`src/rtl/button_conditioner.sv`:
```
`default_nettype none
// ============================================================================
// button_conditioner: synchronizes and debounces 2 active-low keys and N_SW switches.
// Keys add press/release strobes and 8-bit press counters. Rev 1.0
// ============================================================================
module button_conditioner #(
  parameter int DEBOUNCE_CYCLES = 500000,
  parameter int N_SW            = 10
) (
  input  logic            clk_clk,
  input  logic            reset_reset,
  input  logic [1:0]      key_raw_n,
  input  logic [N_SW-1:0] sw_raw,
  output logic [1:0]      button_out,
  output logic [N_SW-1:0] switch_out,
  output logic [1:0]      press_pulse,
  output logic [1:0]      release_pulse,
  output logic [15:0]     press_count
);

  localparam int                c_CNT_W = $clog2(DEBOUNCE_CYCLES);
  localparam logic [c_CNT_W-1:0] c_LIMIT = c_CNT_W'(DEBOUNCE_CYCLES - 1);

  typedef enum logic [1:0] {
    S_RELEASED     = 2'd0,
    S_PRESS_WAIT   = 2'd1,
    S_PRESSED      = 2'd2,
    S_RELEASE_WAIT = 2'd3
  } key_state_t;

  for (genvar k = 0; k < 2; k++) begin : g_key
    logic [1:0]         r_sync;
    logic [c_CNT_W-1:0] r_cnt;
    key_state_t         r_state;
    key_state_t         w_state_nxt;
    logic               w_sync;
    logic               w_stable;
    logic               w_at_limit;
    logic               w_press_evt;
    logic               w_release_evt;
    logic               w_btn_nxt;
    logic               r_btn;
    logic               r_press;
    logic               r_release;
    logic [7:0]         r_presses;

    // The FSM state doubles as the key's stable register (1 = released).
    assign w_sync     = r_sync[1];
    assign w_stable   = (r_state == S_RELEASED) || (r_state == S_PRESS_WAIT);
    assign w_at_limit = (r_cnt == c_LIMIT);

    always_ff @(posedge clk_clk or posedge reset_reset) begin
      if (reset_reset) begin
        r_sync <= 2'b11;
        r_cnt  <= '0;
      end else begin
        r_sync <= {r_sync[0], key_raw_n[k]};
        if ((w_sync == w_stable) || w_at_limit) begin
          r_cnt <= '0;
        end else begin
          r_cnt <= r_cnt + 1'b1;
        end
      end
    end

    always_comb begin
      w_state_nxt   = r_state;
      w_press_evt   = 1'b0;
      w_release_evt = 1'b0;
      case (r_state)
        S_RELEASED: begin
          if (!w_sync) w_state_nxt = S_PRESS_WAIT;
        end
        S_PRESS_WAIT: begin
          if (w_sync) begin
            w_state_nxt = S_RELEASED;
          end else if (w_at_limit) begin
            w_state_nxt = S_PRESSED;
            w_press_evt = 1'b1;
          end
        end
        S_PRESSED: begin
          if (w_sync) w_state_nxt = S_RELEASE_WAIT;
        end
        S_RELEASE_WAIT: begin
          if (!w_sync) begin
            w_state_nxt = S_PRESSED;
          end else if (w_at_limit) begin
            w_state_nxt   = S_RELEASED;
            w_release_evt = 1'b1;
          end
        end
        default: w_state_nxt = S_RELEASED;
      endcase
      w_btn_nxt = (w_state_nxt == S_RELEASED) || (w_state_nxt == S_PRESS_WAIT);
    end

    always_ff @(posedge clk_clk or posedge reset_reset) begin
      if (reset_reset) begin
        r_state   <= S_RELEASED;
        r_btn     <= 1'b1;
        r_press   <= 1'b0;
        r_release <= 1'b0;
        r_presses <= 8'd0;
      end else begin
        r_state   <= w_state_nxt;
        r_btn     <= w_btn_nxt;
        r_press   <= w_press_evt;
        r_release <= w_release_evt;
        if (w_press_evt) r_presses <= r_presses + 8'd1;
      end
    end

    assign button_out[k]        = r_btn;
    assign press_pulse[k]       = r_press;
    assign release_pulse[k]     = r_release;
    assign press_count[8*k +: 8] = r_presses;
  end

  for (genvar s = 0; s < N_SW; s++) begin : g_sw
    logic [1:0]         r_sync;
    logic               r_stable;
    logic [c_CNT_W-1:0] r_cnt;

    always_ff @(posedge clk_clk or posedge reset_reset) begin
      if (reset_reset) begin
        r_sync   <= 2'b00;
        r_stable <= 1'b0;
        r_cnt    <= '0;
      end else begin
        r_sync <= {r_sync[0], sw_raw[s]};
        if (r_sync[1] == r_stable) begin
          r_cnt <= '0;
        end else if (r_cnt == c_LIMIT) begin
          r_stable <= r_sync[1];
          r_cnt    <= '0;
        end else begin
          r_cnt <= r_cnt + 1'b1;
        end
      end
    end

    assign switch_out[s] = r_stable;
  end

endmodule
`default_nettype wire

```
`config.mk`:
```
export PLATFORM = sky130hd
export DESIGN_NAME = button_conditioner
export DESIGN_NICKNAME = d
export VERILOG_FILES = /design/src/rtl/button_conditioner.sv
export SDC_FILE = /design/constraint.sdc
export NUM_CORES = 1
export LEC_CHECK = 0
export CAP_MARGIN = 25
export CORE_UTILIZATION = 55
export DETAILED_ROUTE_END_ITERATION = 6
export PLACE_DENSITY = 0.81
export SETUP_SLACK_MARGIN = 0.15
export SKIP_CTS_REPAIR_TIMING = 1
export SYNTH_ARGS = -nofsm -noshare
export SYNTH_HDL_FRONTEND = slang
export SYNTH_SLANG_ARGS = --single-unit
```
`constraint.sdc`:
```
create_clock -name clk_clk -period 18.1 [get_ports clk_clk]
set_input_delay 1.81 -clock clk_clk [delete_from_list [all_inputs] [get_ports clk_clk]]
set_output_delay 1.81 -clock clk_clk [all_outputs]
set_load 0.02 [all_outputs]
```
Yosys cells after proc, flatten, opt, wreduce, memory -nomap -nowiden
Cells that the tools add are included.
W data, S select, Z words.
{"block": "totals", "reg_bits": 288, "output_inout_bits": 32, "wordCells": 166}
{"block": "classes", "n_addsub": 14, "n_eq_ne": 32, "muxes": 46, "bitwise_logic": 10, "n_reduce_logical": 20}
{"op": "$mux W19", "count": 22}
{"op": "$add A19 B1 Y19 const B", "count": 12}
{"op": "$eq A19 B19 Y1 const B", "count": 12}
{"op": "$mux W2", "count": 12}
{"op": "$reduce_and A2 Y1", "count": 10}
{"op": "$add A8 B1 Y8 const B", "count": 2}
{"op": "$pmux W2 S4", "count": 2}
{"op": "$eq A1 B1 Y1", "count": 12}
{"op": "$mux W1", "count": 10}
{"op": "$not A1 Y1", "count": 10}
{"op": "$eq A2 B1 Y1 const B", "count": 4}
{"op": "$eq A2 B2 Y1 const B", "count": 4}
{"op": "$logic_not A2 Y1", "count": 4}
{"op": "$logic_or A1 B1 Y1", "count": 6}

Logic depth before layout (Yosys ltp)
{"block": "depth", "depth_word": 6, "depth_mapped": 7, "mapped_depth_nobuf": 5}

Worst setup path after synthesis
OpenSTA, ideal clock, no wires.
{"block": "synth_path", "path_type": "reg-to-output", "from": "register g_key[0].r_btn", "to": "output port button_out[0]", "t_arrival_ns": 0.615, "t_required_ns": 16.290, "slack_ns": 15.675, "stages_incl_launch_ff": 2, "path_buffers": 1, "cell_sequence": "dfstp_2 buf_4"}
{"item": "start: declaration", "line": "42", "source": "logic r_btn;"}
{"item": "start signal: assignment", "line": "107", "source": "r_btn <= w_btn_nxt;"}
{"item": "end: declaration", "line": "14", "source": "output logic [1:0] button_out,"}
No word-level cell between the ends.

Worst setup path after layout
{"block": "layout_path", "from": "register g_key[1].r_presses[2]", "to": "output port press_count[10]"}
{"item": "start: declaration", "line": "45", "source": "logic [7:0] r_presses;"}
{"item": "start signal: assignment", "line": "110", "source": "if (w_press_evt) r_presses <= r_presses + 8'd1;"}
{"item": "end: declaration", "line": "18", "source": "output logic [15:0] press_count"}
No word-level cell between the ends.

==> metrics.txt <==
Post-Syn Instances approximately 1400; CP required 16.29 ns; syn_area_per_cell 10.1 sq um; Hold Startpoint g_sw[8].r_sync[0]; port buffer count 45; Hold Crit Class reg -> reg; Ports 46; total power approximately 1400 uW; syn_nets ~1400; wirelength, routed between 20 and 30 mm; hold path cells 0; maximum clock rate between 200 and 300 MHz; cell row count 57; R2R Path End g_key[0].r_cnt[10]; routability cong. around 0.83; most frequent cells after synthesis dfrtp_1, nor2_1, xnor2_1; Synth top area share about 51%; initial DRC count 752; # setup viols final 0; worst-path maximum fanout 7; clk_lat worst skew between 0.5 and 0.6 ns; CP Capture Type output pin; Leakage between 0.006 and 0.007 uW; Longest Clk Path Bufs 3; Worst IR Drop VDD about 0.087 mV; Worst EP arrival roughly 1.7 ns; Power Dens Cells roughly 90 nW/um^2; final worst-path cycle share 19.2%; Seq/Total Area, Yosys a little over half; crit-path max cell delay 0.65 ns; max-slew violations 0; GRT Util Overall around a fifth; die span in x around 160 um; drt wl/cell between 10 and 15 um; design area 15600 sq um; Root Buffer clkbuf_16; EDFF count, synth 0; fin cells between 1500 and 2000; global-route wire length before repair roughly 44 mm; Ant. Diodes 0; DP Area 14500 sq um; area grow syn2layout 13.3%; global route overflow 0; clock slew at reported path FFs roughly 0.060 ns; final hold vios 0; iteration count of the initial detailed-routing pass 5; CP delay by family, top buffers and inverters; Slew HR a little under half; nets 1444; Synth Register Bits around 290; vias per inst approximately 5.7; initial antenna violation count 0; Synth area leaders dfrtp_1, xnor2_1, nor2_1; post-synthesis cell type count 53; DRT antenna net count 0; core area approximately 24000 sq um; Fin Setup TNS 0 ns; reg2reg path depth 4; skew final roughly 0.011 ns; TritonCTS Buffers 31; vias in the first global route 9690; worst path bufs/invs 1; DRC violations left 0; CP Class reg -> out; count leader, synth dfrtp_1; minimum clock period between 3 and 4 ns; r2r setup slk between 15 and 20 ns; Synth Cell Area between 10000 and 15000 sq um; status finished, final reports clean; Final Hold Slack around 0.35 ns; Via Count about 10000; worst flop-to-flop path startpoint g_key[0].r_cnt[7]; pin count of the biggest net entering global routing between 100 and 150; startpoint types flip-flop; actual slew at the worst max-slew pin 0.816 ns; Max Cap Viol 0; crit-path cells clkdlybuf4s50_1; die outline height between 150 and 200 um; WHS Endpoint g_sw[8].r_sync[1]; CTS tree built; Yosys Warn Count 0; CP max-delay cell clkdlybuf4s50_1; Synth Flop Type dfrtp_1; layout cell share with drive strength beyond 1 7.37%; RSZ-0062 raised after global routing no; dpl cells 1703; die area about 26000 sq um; Yosys top cell by area dfrtp_1; Clock Sinks around 290; H-tree depth 1; Async S/R FF share, synth 100%; initial core utilization about 56%; Post-DP HPWL approximately 16 mm
## sequential cells by signal (all words and copies together) (netlist names)
register         count
g_sw.r_cnt         190
g_key.r_cnt         38
g_sw.r_sync         20
g_key.r_presses     16
g_sw.r_stable       10
g_key.r_state        4
g_key.r_sync         4
g_key.r_btn          2
g_key.r_press        2
g_key.r_release      2
## routing by layer
| layer | GRT usage (%) | share of wire [%] |
|---|---|---|
| met3 | 2.69 | 3.2 |
| met4 | 5.28 | 2.1 |
| met2 | 31.8 | 47 |
| met5 | 0 | 0 |
| met1 | 28.3 | 48 |
## stage by stage
stage                     util, %  setup WS, ns
after global placement       59.2         14.05
after global routing         63.9         14.52
after CTS                    63.7         14.59
after floorplan                 -          8.35
after detailed placement     59.2         14.02
final                        63.9         14.62
## power by group
part,switching [uW],internal (uW)
clock,252,409
combinational,43.4,22.5
sequential,14.3,660
total,310,1090
## cell usage in the layout, fill, tap and decap left out, types with 28 or more instances in the layout
master / synthesis / layout
or3_1: 40 / 40
nor4_1: 40 / 40
o31ai_1: 28 / 28
nor2_1: 188 / 188
nand2_1: 89 / 89
dfrtp_1: 282 / 282
a21oi_1: 62 / 62
nand4_1: 54 / 54
nand3_1: 83 / 83
nor3_1: 32 / 32
clkbuf_16: 0 / 31
or4_1: 45 / 45
o21ai_0: 28 / 28
xnor2_1: 91 / 91
xor2_1: 78 / 78
clkdlybuf4s50_1: 0 / 45
inv_1: 43 / 42
## logic make-up after synthesis
family | share of synthesized area [%]
compound gates | 5.99
xor+xnor | 10.7
fa+ha+maj | 1.45
buf+inv | 2.90
flops | 52.3
mux | 1.13
simple gates | 25.5
## worst max-delay path by stage
stage	startpoint	to	cells past startpoint	slack (ns)
after floorplan	reset_reset	g_key[0].r_cnt[0]	1	8.35
after global placement	reset_reset	g_sw[6].r_stable	3	14.05
after detailed placement	reset_reset	g_sw[0].r_cnt[14]	3	14.02
after CTS	g_key[1].r_presses[2]	press_count[10]	1	14.59
after global routing	g_key[1].r_presses[2]	press_count[10]	1	14.52
final	g_key[1].r_presses[2]	press_count[10]	1	14.62
## cell type report
| class | instances | area, sq um |
|---|---|---|
| fillers | 1913 | 8830 |
| flip-flops and latches | 288 | 7210 |
| multi-input cells | 994 | 6180 |
| clock buffers | 41 | 873 |
| repair buffers | 56 | 569 |
| well taps | 324 | 405 |
| clock inverters | 16 | 219 |
| inverters | 43 | 169 |
Power figures use the tool's default switching activity.
